==> config.mk <==
export PLATFORM = sky130hd
export DESIGN_NAME = b10_stim_sequencer
export DESIGN_NICKNAME = d
export VERILOG_FILES = /design/src/rtl/b10_seq_pkg.sv /design/src/rtl/b10_seq_wait_timer.sv /design/src/rtl/b10_stim_sequencer.sv
export SDC_FILE = /design/constraint.sdc
export NUM_CORES = 1
export LEC_CHECK = 0
export ABC_AREA = 1
export CAP_MARGIN = 20
export CORE_MARGIN = 5
export CORE_UTILIZATION = 45
export CTS_BUF_LIST = sky130_fd_sc_hd__clkbuf_8
export DETAILED_ROUTE_END_ITERATION = 8
export HOLD_SLACK_MARGIN = 0.12
export PLACE_DENSITY_LB_ADDON = 0.15
export SYNTH_ARGS = -nofsm -noshare
export SYNTH_HDL_FRONTEND = slang
export SYNTH_SLANG_ARGS = --single-unit
==> constraint.sdc <==
create_clock -name clock -period 1.8 [get_ports clock]
set_input_delay 0.45 -clock clock [delete_from_list [all_inputs] [get_ports clock]]
set_output_delay 0.45 -clock clock [all_outputs]
set_load 0.02 [all_outputs]
==> src/rtl/b10_seq_pkg.sv <==
// Shared types and command-word field layout for the b10 stimulus sequencer.
package b10_seq_pkg;

  typedef enum logic [1:0] {
    OP_APPLY    = 2'b00,
    OP_WAIT_CTS = 2'b01,
    OP_WAIT_CTR = 2'b10,
    OP_HALT     = 2'b11
  } op_e;

  typedef enum logic [2:0] {
    StIdle,
    StFetch,
    StRdwait,
    StExec,
    StWaiths,
    StDone
  } state_e;

  localparam int unsigned R_BTN   = 0;
  localparam int unsigned G_BTN   = 1;
  localparam int unsigned KEY     = 2;
  localparam int unsigned START   = 3;
  localparam int unsigned TEST    = 4;
  localparam int unsigned RTS     = 5;
  localparam int unsigned RTR     = 6;
  localparam int unsigned VIN_LSB = 7;
  localparam int unsigned VIN_MSB = 10;
  localparam int unsigned OBS     = 11;

  localparam int unsigned STIM_W  = 12;
  localparam int unsigned OP_LSB  = 12;
  localparam int unsigned REP_LSB = 14;

  function automatic logic is_busy(state_e s);
    return s inside {StFetch, StRdwait, StExec, StWaiths};
  endfunction

endpackage

==> src/rtl/b10_seq_wait_timer.sv <==
// Loadable down-counter with a terminal flag; shared by the rep hold and handshake timeout.
module b10_seq_wait_timer #(
  parameter int unsigned Width = 6
) (
  input  logic             clock,
  input  logic             reset,
  input  logic             load,
  input  logic [Width-1:0] load_value,
  input  logic             dec,
  output logic             zero
);

  logic [Width-1:0] count_q, count_d;

  always_comb begin
    count_d = count_q;
    if (load) begin
      count_d = load_value;
    end else if (dec && (count_q != '0)) begin
      count_d = count_q - 1'b1;
    end
  end

  always_ff @(posedge clock) begin
    if (reset) begin
      count_q <= '0;
    end else begin
      count_q <= count_d;
    end
  end

  assign zero = (count_q == '0);

endmodule

==> src/rtl/b10_stim_sequencer.sv <==
// Fetches command words from program RAM and drives registered b10 stimulus,
// with per-word hold, cts/ctr handshake waits (with timeout) and halt.
module b10_stim_sequencer
  import b10_seq_pkg::*;
#(
  parameter int unsigned ADDR_W    = 5,
  parameter int unsigned LAST_ADDR = 30,
  parameter int unsigned TIMEOUT   = 64
) (
  input  logic              clock,
  input  logic              reset,
  input  logic              go,
  input  logic              abort,
  output logic [ADDR_W-1:0] mem_addr,
  output logic              mem_rd,
  input  logic [15:0]       mem_rdata,
  input  logic              cts,
  input  logic              ctr,
  output logic              r_button,
  output logic              g_button,
  output logic              key,
  output logic              start,
  output logic              test,
  output logic              rts,
  output logic              rtr,
  output logic [3:0]        v_in,
  output logic              obs,
  output logic              busy,
  output logic              done,
  output logic              timeout_err,
  output logic [ADDR_W-1:0] pc
);

  // Timer must hold both a 2-bit rep and TIMEOUT-1.
  localparam int unsigned       TimerW   = ($clog2(TIMEOUT) > 2) ? $clog2(TIMEOUT) : 2;
  localparam logic [ADDR_W-1:0] LastPc   = ADDR_W'(LAST_ADDR);
  localparam logic [TimerW-1:0] WaitLoad = TimerW'(TIMEOUT - 1);

  state_e              state_q, state_d;
  logic [ADDR_W-1:0]   pc_q, pc_d;
  logic [STIM_W-1:0]   stim_q, stim_d;
  op_e                 op_q, op_d;
  logic                err_q, err_d;
  logic                tmr_load, tmr_dec, tmr_zero;
  logic [TimerW-1:0]   tmr_value;
  logic                advance, hs;

  b10_seq_wait_timer #(
    .Width (TimerW)
  ) u_timer (
    .clock      (clock),
    .reset      (reset),
    .load       (tmr_load),
    .load_value (tmr_value),
    .dec        (tmr_dec),
    .zero       (tmr_zero)
  );

  assign hs = (op_q == OP_WAIT_CTS) ? cts : ctr;

  always_comb begin
    state_d   = state_q;
    pc_d      = pc_q;
    stim_d    = stim_q;
    op_d      = op_q;
    err_d     = err_q;
    tmr_load  = 1'b0;
    tmr_dec   = 1'b0;
    tmr_value = '0;
    advance   = 1'b0;

    unique case (state_q)
      StIdle, StDone: begin
        if (go) begin
          pc_d    = '0;
          err_d   = 1'b0;
          state_d = StFetch;
        end
      end
      StFetch: state_d = StRdwait;
      StRdwait: begin
        stim_d    = mem_rdata[STIM_W-1:0];
        op_d      = op_e'(mem_rdata[OP_LSB +: 2]);
        tmr_load  = 1'b1;
        tmr_value = TimerW'(mem_rdata[REP_LSB +: 2]);
        state_d   = StExec;
      end
      StExec: begin
        unique case (op_q)
          OP_APPLY: begin
            if (tmr_zero) advance = 1'b1;
            else          tmr_dec = 1'b1;
          end
          OP_WAIT_CTS, OP_WAIT_CTR: begin
            tmr_load  = 1'b1;
            tmr_value = WaitLoad;
            state_d   = StWaiths;
          end
          OP_HALT: state_d = StDone;
        endcase
      end
      StWaiths: begin
        if (hs) begin
          advance = 1'b1;
        end else if (tmr_zero) begin
          err_d   = 1'b1;
          state_d = StDone;
        end else begin
          tmr_dec = 1'b1;
        end
      end
      default: state_d = StIdle;
    endcase

    // No wrap past the last program word; pc stays on it.
    if (advance) begin
      if (pc_q == LastPc) begin
        state_d = StDone;
      end else begin
        pc_d    = pc_q + 1'b1;
        state_d = StFetch;
      end
    end

    if (abort) begin
      state_d = StIdle;
      stim_d  = '0;
    end
  end

  always_ff @(posedge clock) begin
    if (reset) begin
      state_q <= StIdle;
      pc_q    <= '0;
      stim_q  <= '0;
      op_q    <= OP_APPLY;
      err_q   <= 1'b0;
    end else begin
      state_q <= state_d;
      pc_q    <= pc_d;
      stim_q  <= stim_d;
      op_q    <= op_d;
      err_q   <= err_d;
    end
  end

  assign mem_addr    = pc_q;
  assign mem_rd      = (state_q == StFetch);
  assign pc          = pc_q;
  assign busy        = is_busy(state_q);
  assign done        = (state_q == StDone);
  assign timeout_err = err_q;

  assign r_button = stim_q[R_BTN];
  assign g_button = stim_q[G_BTN];
  assign key      = stim_q[KEY];
  assign start    = stim_q[START];
  assign test     = stim_q[TEST];
  assign rts      = stim_q[RTS];
  assign rtr      = stim_q[RTR];
  assign v_in     = stim_q[VIN_MSB:VIN_LSB];
  assign obs      = stim_q[OBS];

endmodule
==> flow_summary.rst <==
.. list-table::
   :header-rows: 1

   * - Metric
     - Value
   * - Outcome
     - finished clean
   * - Y dimension of the die
     - 70.4 um
   * - Summed negative setup slack over all endpoints
     - 0 ns
   * - Number of global-route vias before repair
     - 1562
   * - Number of DRC markers in iteration 0
     - roughly 100
   * - Net total in the final layout
     - approximately 330
   * - Max Clock Skew
     - 0.00333 ns
   * - HPWL reported at the end of detailed placement
     - 2840 um
   * - Post-route insts no fill
     - 347
   * - Worst hold slack after final layout
     - 0.461 ns
   * - Max Buffers Root-to-Sink
     - 2
   * - Max IR drop VDD
     - 0.000445 V
   * - Count of port buffers added during placement
     - 47
   * - Tightest Pin Transition
     - between 0.3 and 0.4 ns
   * - Layout cell share with drive strength beyond 1
     - 0.174
   * - Wire length per cell
     - 11.1 um
   * - Deepest level of the CTS H-tree
     - 2
   * - Sequential cell area fraction in the yosys report
     - 0.354
   * - Average cell area after synthesis
     - 6.96 um^2
   * - Setup Buffers After CTS
     - 0
   * - CORE AREA
     - 3610 um^2
   * - Maximum achievable frequency
     - 0.590 GHz
   * - Worst rel slew slack
     - 0.765
   * - Number of nets with antenna violations after detailed routing
     - 0
   * - Leading cell type in the layout, fill and taps excluded
     - sky130_fd_sc_hd__nand2_1
   * - Number of antenna violations at the first check in global routing
     - 0
   * - Total number of vias
     - 1651
   * - Total routing usage reported by global routing
     - 0.164
   * - Leakage
     - 1.08 nW
   * - Number of antenna repair diodes
     - 0
   * - DRT met1 WL
     - 1710 um
   * - Final number of hold-violating endpoints
     - 0
   * - R2R cell count
     - 9
   * - Startpoint of the worst hold path
     - stim_q[7]
   * - Met3 wire length
     - 316 um
   * - Reg-to-Reg Start
     - u_timer.count_q[0]
   * - Layout area overhead
     - 42.5%
   * - Maximum Capacitance Violations
     - 0
   * - Min Clock Period, post-route
     - 1.69 ns
   * - Io pins
     - 48
   * - GR Overflow Total
     - 0
   * - Fillers
     - about 340
   * - Clock sink count
     - 29
   * - Post-synthesis cell count
     - 236
   * - Pwr/cell area
     - 655 nW/um^2
   * - Highest routing layer actually used
     - met4
   * - Reg clk slew, reported paths
     - 0.06 ns
   * - Detailed-route vias per instance
     - roughly 4.8
   * - Summed instance area of the synthesized netlist
     - roughly 1600 um^2
   * - Category of the most critical setup path
     - reg -> out
   * - Post-Syn Nets
     - 264
   * - First-pass GRT wire length
     - 6630 um
   * - Maximum fanout along the worst path
     - 5
   * - Number of unique standard cell types used by synthesis
     - 28
   * - Flop2flop setup slack
     - ~0.24 ns
   * - Number of placement rows
     - 22
   * - Setup repair after global routing missed its margin
     - no
   * - Number of setup violations in the final report
     - 0
   * - DR pass1 iterations
     - 4
   * - Max stage delay on crit path
     - 0.37 ns
   * - Crit path capture type
     - output pin
   * - Cells traversed along the worst timing path
     - buf_4 > nand3_1 > inv_1 > dlygate4sd2_1
   * - X dimension of the die
     - 70.4 um
   * - Worst Hold End
     - stim_q[7]
   * - Synth warn
     - 0
   * - Routed WL
     - 3850 um
   * - Total die area
     - just under 5000 um^2
   * - Cts-stage hold buffer count
     - 0
   * - Worst hold path class
     - reg -> reg
   * - Post-synthesis register bit count
     - 29
   * - Weighted congestion at the end of routability-driven global placement
     - 0.842
   * - Number of cells in the design after placement
     - 340
   * - Slowest stage cell on the critical path
     - sky130_fd_sc_hd__dfxtp_2
   * - WP data required
     - 1.35 ns
   * - Most frequent cells in the layout
     - 68 x sky130_fd_sc_hd__nand2_1, 36 x sky130_fd_sc_hd__clkdlybuf4s50_1, 27 x sky130_fd_sc_hd__dfxtp_1
   * - Initial Utilization
     - 0.455
   * - End of the worst register-to-register path
     - mem_addr[0]
   * - DR WL met2
     - 1770 um
   * - Fin. max-slew vios
     - 0
   * - Period utilization
     - 0.941
   * - Worst skew pair latency
     - 0.28 ns
   * - CTS tree
     - done
   * - Hold Crit Depth
     - 2
   * - Clk root buf
     - sky130_fd_sc_hd__clkbuf_8
   * - Crit path arrival time
     - ~1.2 ns
   * - Type of element launching the critical path
     - flop
   * - Number of buffers added by the clock tree synthesis step
     - 5
   * - Maximum number of pins on one net before global-route repair
     - 18
   * - Count of unresolved DRC violations after routing
     - 0
## worst max-delay path by stage
stage / slack [ns] / startpoint / cells past startpoint / to
3_3_place_gp: 0.003 / state_q[2] / 6 / busy
5_1_grt: 0.01 / state_q[0] / 4 / done
3_5_place_dp: -0.03 / state_q[1] / 5 / busy
6_report: 0.11 / state_q[0] / 4 / done
2_1_floorplan: 0.33 / state_q[1] / 6 / busy
4_1_cts: 0.001 / state_q[1] / 5 / busy
## cell usage after synthesis
library cell / count / area (um^2)
sky130_fd_sc_hd__nand2_4: 6 / 67.6
sky130_fd_sc_hd__nor2_4: 2 / 22.5
sky130_fd_sc_hd__xor2_1: 1 / 8.76
sky130_fd_sc_hd__ha_1: 6 / 75.1
sky130_fd_sc_hd__nand3_2: 2 / 20.0
sky130_fd_sc_hd__o21ai_0: 6 / 30.0
sky130_fd_sc_hd__nor2_1: 18 / 67.6
sky130_fd_sc_hd__nand3_1: 18 / 90.1
sky130_fd_sc_hd__dfxtp_1: 29 / 581
sky130_fd_sc_hd__o211ai_1: 2 / 15.0
sky130_fd_sc_hd__clkinv_2: 1 / 5.00
sky130_fd_sc_hd__nand2_2: 5 / 31.3
sky130_fd_sc_hd__buf_2: 2 / 10.0
sky130_fd_sc_hd__buf_4: 5 / 37.5
sky130_fd_sc_hd__o21a_1: 1 / 7.51
sky130_fd_sc_hd__a21oi_1: 23 / 115
sky130_fd_sc_hd__a22oi_1: 2 / 15.0
sky130_fd_sc_hd__inv_2: 6 / 22.5
sky130_fd_sc_hd__buf_6: 1 / 11.3
sky130_fd_sc_hd__nand2_1: 68 / 255
sky130_fd_sc_hd__nand3b_1: 1 / 7.51
sky130_fd_sc_hd__o21ai_4: 1 / 16.3
sky130_fd_sc_hd__a31oi_1: 1 / 6.26
sky130_fd_sc_hd__inv_1: 22 / 82.6
sky130_fd_sc_hd__nor3_1: 2 / 10.0
sky130_fd_sc_hd__nand4_1: 3 / 18.8
sky130_fd_sc_hd__clkbuf_1: 1 / 3.75
sky130_fd_sc_hd__xnor2_1: 1 / 8.76
## cell families after synthesis
group	Yosys count	synth area share
AO/OA/AOI/OAI	36	0.125
XOR/XNOR	2	0.0107
adder cells (fa/ha/maj)	6	0.0457
buffers and inverters	38	0.105
flip-flops	29	0.354
AND/OR/NAND/NOR	125	0.360
## critical path: cells and delay by family, from the launching register on
family | cells | cell delay (ns)
DFF | 1 | 0.37
and+or+nand+nor | 1 | 0.09
buffers and inverters | 3 | 0.50
## stage by stage
step	total power (W)	worst slack, ns	area, um^2	utilization
after floorplan	0.000883	0.333	1640	-
after global placement	0.00101	0.00299	2260	0.626
after detailed placement	0.00101	-0.0268	2260	0.626
after CTS	0.00154	0.00138	2340	0.648
after global routing	0.00160	0.0130	2340	0.649
final	0.00153	0.106	2340	0.649
## power by group
| group | leakage (nW) | switching (W) | internal (W) |
|---|---|---|---|
| clock | 0.0485 | 0.000242 | 0.000297 |
| sequential | 0.235 | 0.0000168 | 0.000660 |
| combinational | 0.801 | 0.000166 | 0.000149 |
## state kept, by name (all words and copies together), names as in the netlist
name and count:
op_q 2, u_timer.count_q 6, state_q 3, mem_addr 5
stim_q 12, timeout_err 1
## layer usage
metal / up-vias / GRT usage
met5: - / 0
met4: 0 / 0.0553
met2: 50 / 0.274
met3: 7 / 0.0676
li1: 867 / -
met1: 727 / 0.188
## timing repair
action,4_1_cts,5_1_grt
pin swaps,0,0
endpoints found under the setup margin,9,6
gates resized for setup,11,9
## cell type report
cell class / instances / area (um^2) / share of cell area
clock inverter: 1 / 3.75 / 0.00161
multi-input combinational: 169 / 891 / 0.381
sequential: 29 / 583 / 0.249
clock buffer: 6 / 82.6 / 0.0353
inverter: 29 / 110 / 0.0471
tap: 48 / 60.1 / 0.0257
timing repair buffer: 65 / 608 / 0.260
Note: power is estimated with default switching activity, not from simulation.
